--- src/rtl/y86_seq_controller.sv ---
// Sequencing controller for the sequential Y86-64 core: walks each instruction
// through its stages, owns the architectural PC, status code and retire count.
module y86_seq_controller #(
    parameter logic [63:0] START_PC    = 64'd0,
    parameter int          MEM_TIMEOUT = 16,
    parameter int          CNT_W       = 32
) (
    input  logic             clk,
    input  logic             reset,
    input  logic             start,
    input  logic [3:0]       icode,
    input  logic [63:0]      valC,
    input  logic [63:0]      valP,
    input  logic             halt_prog,
    input  logic             is_instruction_valid,
    input  logic             pcvalid,
    input  logic             cnd,
    input  logic [63:0]      valM,
    input  logic             mem_ready,
    input  logic             mem_error,
    output logic [63:0]      PC,
    output logic             fetch_en,
    output logic             decode_en,
    output logic             execute_en,
    output logic             memory_en,
    output logic             writeback_en,
    output logic [2:0]       Stat,
    output logic             running,
    output logic [CNT_W-1:0] retired
);

    localparam int TMO_W = (MEM_TIMEOUT < 2) ? 1 : $clog2(MEM_TIMEOUT);
    localparam logic [TMO_W-1:0] TMO_LAST = TMO_W'(MEM_TIMEOUT - 1);

    localparam logic [2:0] STAT_AOK = 3'd1;
    localparam logic [2:0] STAT_HLT = 3'd2;
    localparam logic [2:0] STAT_ADR = 3'd3;
    localparam logic [2:0] STAT_INS = 3'd4;

    typedef enum logic [2:0] {
        ST_IDLE      = 3'd0,
        ST_FETCH     = 3'd1,
        ST_DECODE    = 3'd2,
        ST_EXECUTE   = 3'd3,
        ST_MEMORY    = 3'd4,
        ST_WRITEBACK = 3'd5,
        ST_PCUPD     = 3'd6,
        ST_HALTED    = 3'd7
    } state_t;

    state_t           state_r;
    state_t           state_next_s;
    logic [2:0]       stat_r;
    logic [2:0]       stat_next_s;
    logic             retire_s;
    logic [63:0]      pc_r;
    logic [63:0]      valm_r;
    logic [TMO_W-1:0] tmo_r;
    logic [4:0]       en_r;
    logic             running_r;
    logic [CNT_W-1:0] retired_r;

    function automatic logic [63:0] next_pc_f(input logic [3:0] ic, input logic c,
                                              input logic [63:0] vc, input logic [63:0] vp,
                                              input logic [63:0] vm);
        logic [63:0] r;
        case (ic)
            4'd8:    r = vc;
            4'd7:    r = c ? vc : vp;
            4'd9:    r = vm;
            default: r = vp;
        endcase
        return r;
    endfunction

    function automatic logic [CNT_W-1:0] sat_inc_f(input logic [CNT_W-1:0] v);
        logic [CNT_W-1:0] r;
        if (&v) begin
            r = v;
        end else begin
            r = v + CNT_W'(1);
        end
        return r;
    endfunction

    // Ordered {fetch, decode, execute, memory, writeback}.
    function automatic logic [4:0] stage_en_f(input state_t s);
        logic [4:0] r;
        case (s)
            ST_FETCH:     r = 5'b10000;
            ST_DECODE:    r = 5'b01000;
            ST_EXECUTE:   r = 5'b00100;
            ST_MEMORY:    r = 5'b00010;
            ST_WRITEBACK: r = 5'b00001;
            default:      r = 5'b00000;
        endcase
        return r;
    endfunction

    // Next state, next status and retire decision.
    always_comb begin
        state_next_s = state_r;
        stat_next_s  = stat_r;
        retire_s     = 1'b0;
        case (state_r)
            ST_IDLE: begin
                if (start) begin
                    state_next_s = ST_FETCH;
                end else begin
                    state_next_s = ST_IDLE;
                end
            end
            ST_FETCH:   state_next_s = ST_DECODE;
            ST_DECODE: begin
                if (pcvalid) begin
                    state_next_s = ST_HALTED;
                    stat_next_s  = STAT_ADR;
                end else if (!is_instruction_valid) begin
                    state_next_s = ST_HALTED;
                    stat_next_s  = STAT_INS;
                end else if (halt_prog) begin
                    state_next_s = ST_HALTED;
                    stat_next_s  = STAT_HLT;
                    retire_s     = 1'b1;
                end else begin
                    state_next_s = ST_EXECUTE;
                end
            end
            ST_EXECUTE: state_next_s = ST_MEMORY;
            ST_MEMORY: begin
                if (mem_ready) begin
                    if (mem_error) begin
                        state_next_s = ST_HALTED;
                        stat_next_s  = STAT_ADR;
                    end else begin
                        state_next_s = ST_WRITEBACK;
                    end
                end else if (tmo_r == TMO_LAST) begin
                    state_next_s = ST_HALTED;
                    stat_next_s  = STAT_ADR;
                end else begin
                    state_next_s = ST_MEMORY;
                end
            end
            ST_WRITEBACK: state_next_s = ST_PCUPD;
            ST_PCUPD: begin
                retire_s = 1'b1;
                if (start) begin
                    state_next_s = ST_FETCH;
                end else begin
                    state_next_s = ST_IDLE;
                end
            end
            ST_HALTED:  state_next_s = ST_HALTED;
            default:    state_next_s = ST_IDLE;
        endcase
    end

    // Controller state, PC, status and counters; strobes registered from next state.
    always_ff @(posedge clk) begin
        if (reset) begin
            state_r   <= ST_IDLE;
            stat_r    <= STAT_AOK;
            pc_r      <= START_PC;
            valm_r    <= 64'd0;
            tmo_r     <= {TMO_W{1'b0}};
            en_r      <= 5'b00000;
            running_r <= 1'b0;
            retired_r <= {CNT_W{1'b0}};
        end else begin
            state_r   <= state_next_s;
            stat_r    <= stat_next_s;
            en_r      <= stage_en_f(state_next_s);
            running_r <= (state_next_s != ST_IDLE) && (state_next_s != ST_HALTED);
            // Counter is only live while waiting in MEMORY, so it is clear on entry.
            if (state_r == ST_MEMORY && !mem_ready) begin
                tmo_r <= tmo_r + TMO_W'(1);
            end else begin
                tmo_r <= {TMO_W{1'b0}};
            end
            if (state_r == ST_MEMORY && mem_ready && !mem_error) begin
                valm_r <= valM;
            end
            if (state_r == ST_PCUPD) begin
                pc_r <= next_pc_f(icode, cnd, valC, valP, valm_r);
            end
            if (retire_s) begin
                retired_r <= sat_inc_f(retired_r);
            end
        end
    end

    assign PC           = pc_r;
    assign Stat         = stat_r;
    assign running      = running_r;
    assign retired      = retired_r;
    assign fetch_en     = en_r[4];
    assign decode_en    = en_r[3];
    assign execute_en   = en_r[2];
    assign memory_en    = en_r[1];
    assign writeback_en = en_r[0];

endmodule

--- config.mk ---
export PLATFORM = sky130hd
export DESIGN_NAME = y86_seq_controller
export DESIGN_NICKNAME = d
export VERILOG_FILES = /design/src/rtl/y86_seq_controller.sv
export SDC_FILE = /design/constraint.sdc
export NUM_CORES = 1
export LEC_CHECK = 0
export CAP_MARGIN = 0
export CELL_PAD_IN_SITES_DETAIL_PLACEMENT = 1
export CELL_PAD_IN_SITES_GLOBAL_PLACEMENT = 1
export CORE_AREA = 2 2 168 170
export CTS_CLUSTER_DIAMETER = 50
export DETAILED_ROUTE_END_ITERATION = 12
export DIE_AREA = 0 0 170 172
export HOLD_SLACK_MARGIN = 0.06
export MAX_ROUTING_LAYER = met4
export PLACE_DENSITY = 0.86
export RECOVER_POWER = 50
export SKIP_CTS_REPAIR_TIMING = 1
export SYNTH_ARGS = -nofsm -noshare
export SYNTH_HDL_FRONTEND = slang
export SYNTH_SLANG_ARGS = --single-unit
--- constraint.sdc ---
create_clock -name clk -period 1.9 [get_ports clk]
set_input_delay 0.475 -clock clk [delete_from_list [all_inputs] [get_ports clk]]
set_output_delay 0.475 -clock clk [all_outputs]
set_load 0.01 [all_outputs]
* Word-level counts from Yosys, hierarchy flattened
Cells that the tools add are included.
** Operators by class
- Mux-type cells :: 22
- Bitwise operators :: 2
- Add/subtract/negate cells :: 2
- Equality and inequality tests :: 20
- Reduce and logical (&&, ||, !) cells :: 14
** Operator list (count)
- $pmux 64 s3 :: 1
- $mux 64 :: 1
- $add 32x1->32 const B :: 1
- $reduce_and 32->1 :: 1
- $mux 3 :: 10
- $pmux 5 s5 :: 1
- $pmux 3 s7 :: 1
- $eq 3x3->1 const B :: 6
- $eq 3x2->1 const B :: 4
- $eq 4x4->1 const B :: 3
- $ne 3x3->1 const B :: 3
- $eq 3x1->1 const B :: 2
- $pmux 3 s2 :: 1
- $add 4x1->4 const B :: 1
- $eq 4x3->1 const B :: 1
- $logic_and 1x1->1 :: 4
- $mux 1 :: 4
- $mux 2 :: 2
- $ne 4x4->1 const B :: 1
- $reduce_and 4->1 :: 1
- $reduce_or 2->1 :: 2
- $logic_not 3->1 :: 1
- $reduce_bool 3->1 :: 1
- $logic_not 1->1 :: 2
- 4 further kinds :: 5
** Word-level totals
- Bits in registers :: 176
- Bits of input ports :: 205
- Word-level logic and storage cells :: 68

* Longest topological paths before layout
- Word-level depth :: 6
- Depth in mapped cells :: 8
- Mapped depth without buffers :: 6

* Worst setup path after synthesis
Ideal clock, no wire load.
- Path type :: register to register
- Start :: register retired_r[13] (netlist: retired[13])
- End :: register retired_r[29] (netlist: retired[29])
- Period minus slack after synthesis :: 2.025 ns
- Path slack :: -0.125 ns
- Stages on the path, launching flop included :: 7
- Path buffers :: 1
- Arrival :: 1.957 ns
- Path through :: dfxtp_1 > nand4_2 > or4_4 > o31a_1 > buf_6 > a41o_1 > a21oi_2
** Between the ends
- Cells in the longest elaborated chain, start to end :: 3
** Ends and longest elaborated chain
- start, declared :: RTL line 61 : logic [CNT_W-1:0] retired_r;
- start signal, assigned :: RTL line 169 : retired_r <= {CNT_W{1'b0}};
- start signal, assigned :: RTL line 188 : retired_r <= sat_inc_f(retired_r);
- branches (longest 3 deep; another with $add 32x1->32)
Several ways; the timed one is not identified.
A chain may end at the register's enable or synchronous reset.

* Final worst setup path
- Start :: register retired_r[1] (netlist: retired[1])
- End :: register retired_r[31] (netlist: retired[31])
Same word-level chain as after synthesis.

==> reports/results.txt <==
Core footprint: 27480 µm²
Final non-filler cell area: 13030 µm²
TritonCTS clock tree: built
Fmax: 446.6 MHz
Slew margin rel.: 66.21%
Number of synthesized register bits: 176
Mapped cell area: 7538 µm²
Floorplan row count: 61
Post-layout min period: 2.239 ns
Port Buf Inserts: 309
Final hold violations: 0
DRC Markers: 0
Static Leakage: 5.178 nW
Vias in the first global route: 9294
Total number of vias: 9020
Crit path capture type: register
Chip Width: 170 µm
H-tree depth: 4
Post-layout net count: 1520
Max-cap violations: 0
DR WL/cell: 21.69 µm
Mapped Nets: 1137
DR vias/cell: 5.375
Min Hold Slack: 0.3951 ns
CP max FO: 4
Kind of critical path: reg -> reg
Register area share after synthesis: 46.74%
Library cells used by synthesis: 59
Peak supply drop: 0.5460 mV
Critical Path RT: 2.24 ns
Worst-path clk slew: 0.09 ns
Drt pass-1 iters: 4
Ports: 310
Synth warn: 0
Failing checks: negative setup slack
PD cells: 695.0 nW/µm²
CTS Buf Count: 17
Setup crit start: retired[1]
First-pass GRT wire length: 50.23 mm
Initial antenna violation count: 6
Die area: 29240 µm²
FF-to-FF Start: retired[1]
Root Driver: clkbuf_16
Synth async-reset ratio: 0%
Setup tns final: -3.355 ns
CP max stage delay: 0.42 ns
Gpl congestion: 0.9000
Drt first-iter violations: 494
Commonest non-fill, non-tap cell in the layout: clkdlybuf4s50_1
Detailed placement HPWL: 24.61 mm
Placed inst area: 11810 µm²
Layout cells sized above 1: 18.72%
Layout area overhead: 72.80%
Syn Inst Count: 930
Part of the cycle the worst path needs: 117.8%
Clock Path Buffers: 2
Largest net degree at the start of global routing: 65
Slew Limit Fails: 0
Worst Slack Setup Final: -0.3390 ns
Crit path DAT: 2.57 ns
Slew @ Worst Pin: 0.5030 ns
Final setup viols: 29
Commonest non-fill, non-tap cells in the layout: clkdlybuf4s50_1, dfxtp_1, nand2_1, a21oi_1, buf_4
Post-Route WL: 36.40 mm
Initial Utilization: 27.44%
Slowest CP cell: or3_4
Total gr overflow: 0
Synthesized area per cell: 8.106 µm²
Top FF cell, synth: dfxtp_1
CTS sink cnt: 176
Clock Skew: 0.02428 ns
Post-synth EDFFs: 0
Startpoint types: register
Worst path cell trace: ha_4, nand4_1, or3_4, o31ai_4, buf_4, buf_6, o21ai_2, a21oi_1
Power Total: 9.053 mW
Status: finished, violations left
Worst hold path class: in -> reg
All-Layer GR Usage: 22.78%
Antenna-violating nets left: 0
Worst skew pair latency: 0.44 ns
RSZ-0062 raised after global routing: yes
Die Ht: 172 µm
Hold Startpoint: reset
[state kept, by name (all words and copies together) (netlist names)]
signal,count
state_r,3
Stat,3
en_r,5
PC,64
running,1
retired,32
valm_r,64
tmo_r,4
[path summary, 6_finish.rpt]
| path | endpoint | slack, ns | cells past startpoint |
|---|---|---|---|
| max | retired[31] | -0.34 | 8 |
| min | Stat[2] | 0.40 | 2 |
| max reg2reg | retired[31] | -0.34 | 8 |
| min reg2reg | tmo_r[0] | 0.46 | 1 |
[critical path, delay by kind of cell (launching register included)]
| kind | cells | cell delay (ns) |
|---|---|---|
| fa+ha+maj | 1 | 0.14 |
| compound gates | 3 | 0.71 |
| flops | 1 | 0.36 |
| buf+inv | 2 | 0.28 |
| simple gates | 2 | 0.63 |
[cells in the mapped netlist, types with 2 or more instances]
master	count	area (µm²)
mux2_2	2	22.52
or4_1	7	52.55
a221o_1	64	640.6
o2111ai_1	2	17.52
a31oi_1	4	25.02
a21oi_1	156	780.8
a31o_2	2	17.52
a21o_1	3	22.52
and4_1	2	17.52
nand3_1	16	80.08
nor4_1	6	37.54
nor2_1	84	315.3
nand4_1	9	56.30
o21ai_0	12	60.06
and2_1	5	31.28
nand2_1	149	559.3
or3_1	14	87.58
or2_2	2	12.51
dfxtp_1	176	3523
ha_1	2	25.02
o41ai_1	2	17.52
o31ai_1	8	60.06
inv_1	15	56.30
xor2_1	3	26.28
clkbuf_1	67	251.5
xnor2_1	3	26.28
nor2b_1	5	31.28
nand2b_1	2	12.51
nor3_1	73	365.4
and3_1	6	37.54
[metal layers]
layer / share of wire (%) / global-route usage (%) / vias to the layer above
met5: 0 / - / -
met4: 5.9 / 12.63 / 0
met3: 4.7 / 3.731 / 115
met2: 49 / 37.68 / 326
met1: 41 / 26.54 / 4450
li1: - / - / 4129
[power by group]
part | internal [mW] | total (mW) | switching (mW)
Combinational | 0.894 | 1.63 | 0.732
Sequential | 3.83 | 3.93 | 0.0983
Clock | 1.75 | 3.49 | 1.75
[through the flow]
step / util, % / instances / setup slack (ns)
after detailed placement: 42.98 / 1620 / -0.6345
after floorplan: - / 930 / -0.03306
after global placement: 42.98 / 1620 / -0.5719
after CTS: 45.04 / 1651 / -0.2257
final: 47.41 / 1678 / -0.3390
after global routing: 47.40 / 1677 / -0.4264
[cell type report]
cell class	count	area, µm²
repair buffers	434	4368
clock buffers	17	425.4
inverters	15	56.30
fillers	3186	14450
clock inverters	14	141.4
flip-flops and latches	176	3557
diodes	7	17.52
multi-input cells	669	4028
well taps	346	432.9
[logic make-up after synthesis]
logic type               synth area share (%)
AND/OR/NAND/NOR                         24.17
XOR/XNOR                               0.6972
buffers and inverters                   4.382
AO/OA/AOI/OAI                           23.39
flip-flops                              46.74
multiplexers                           0.2987
adder cells (fa/ha/maj)                0.3319
Note: power is estimated with default switching activity, not from simulation.
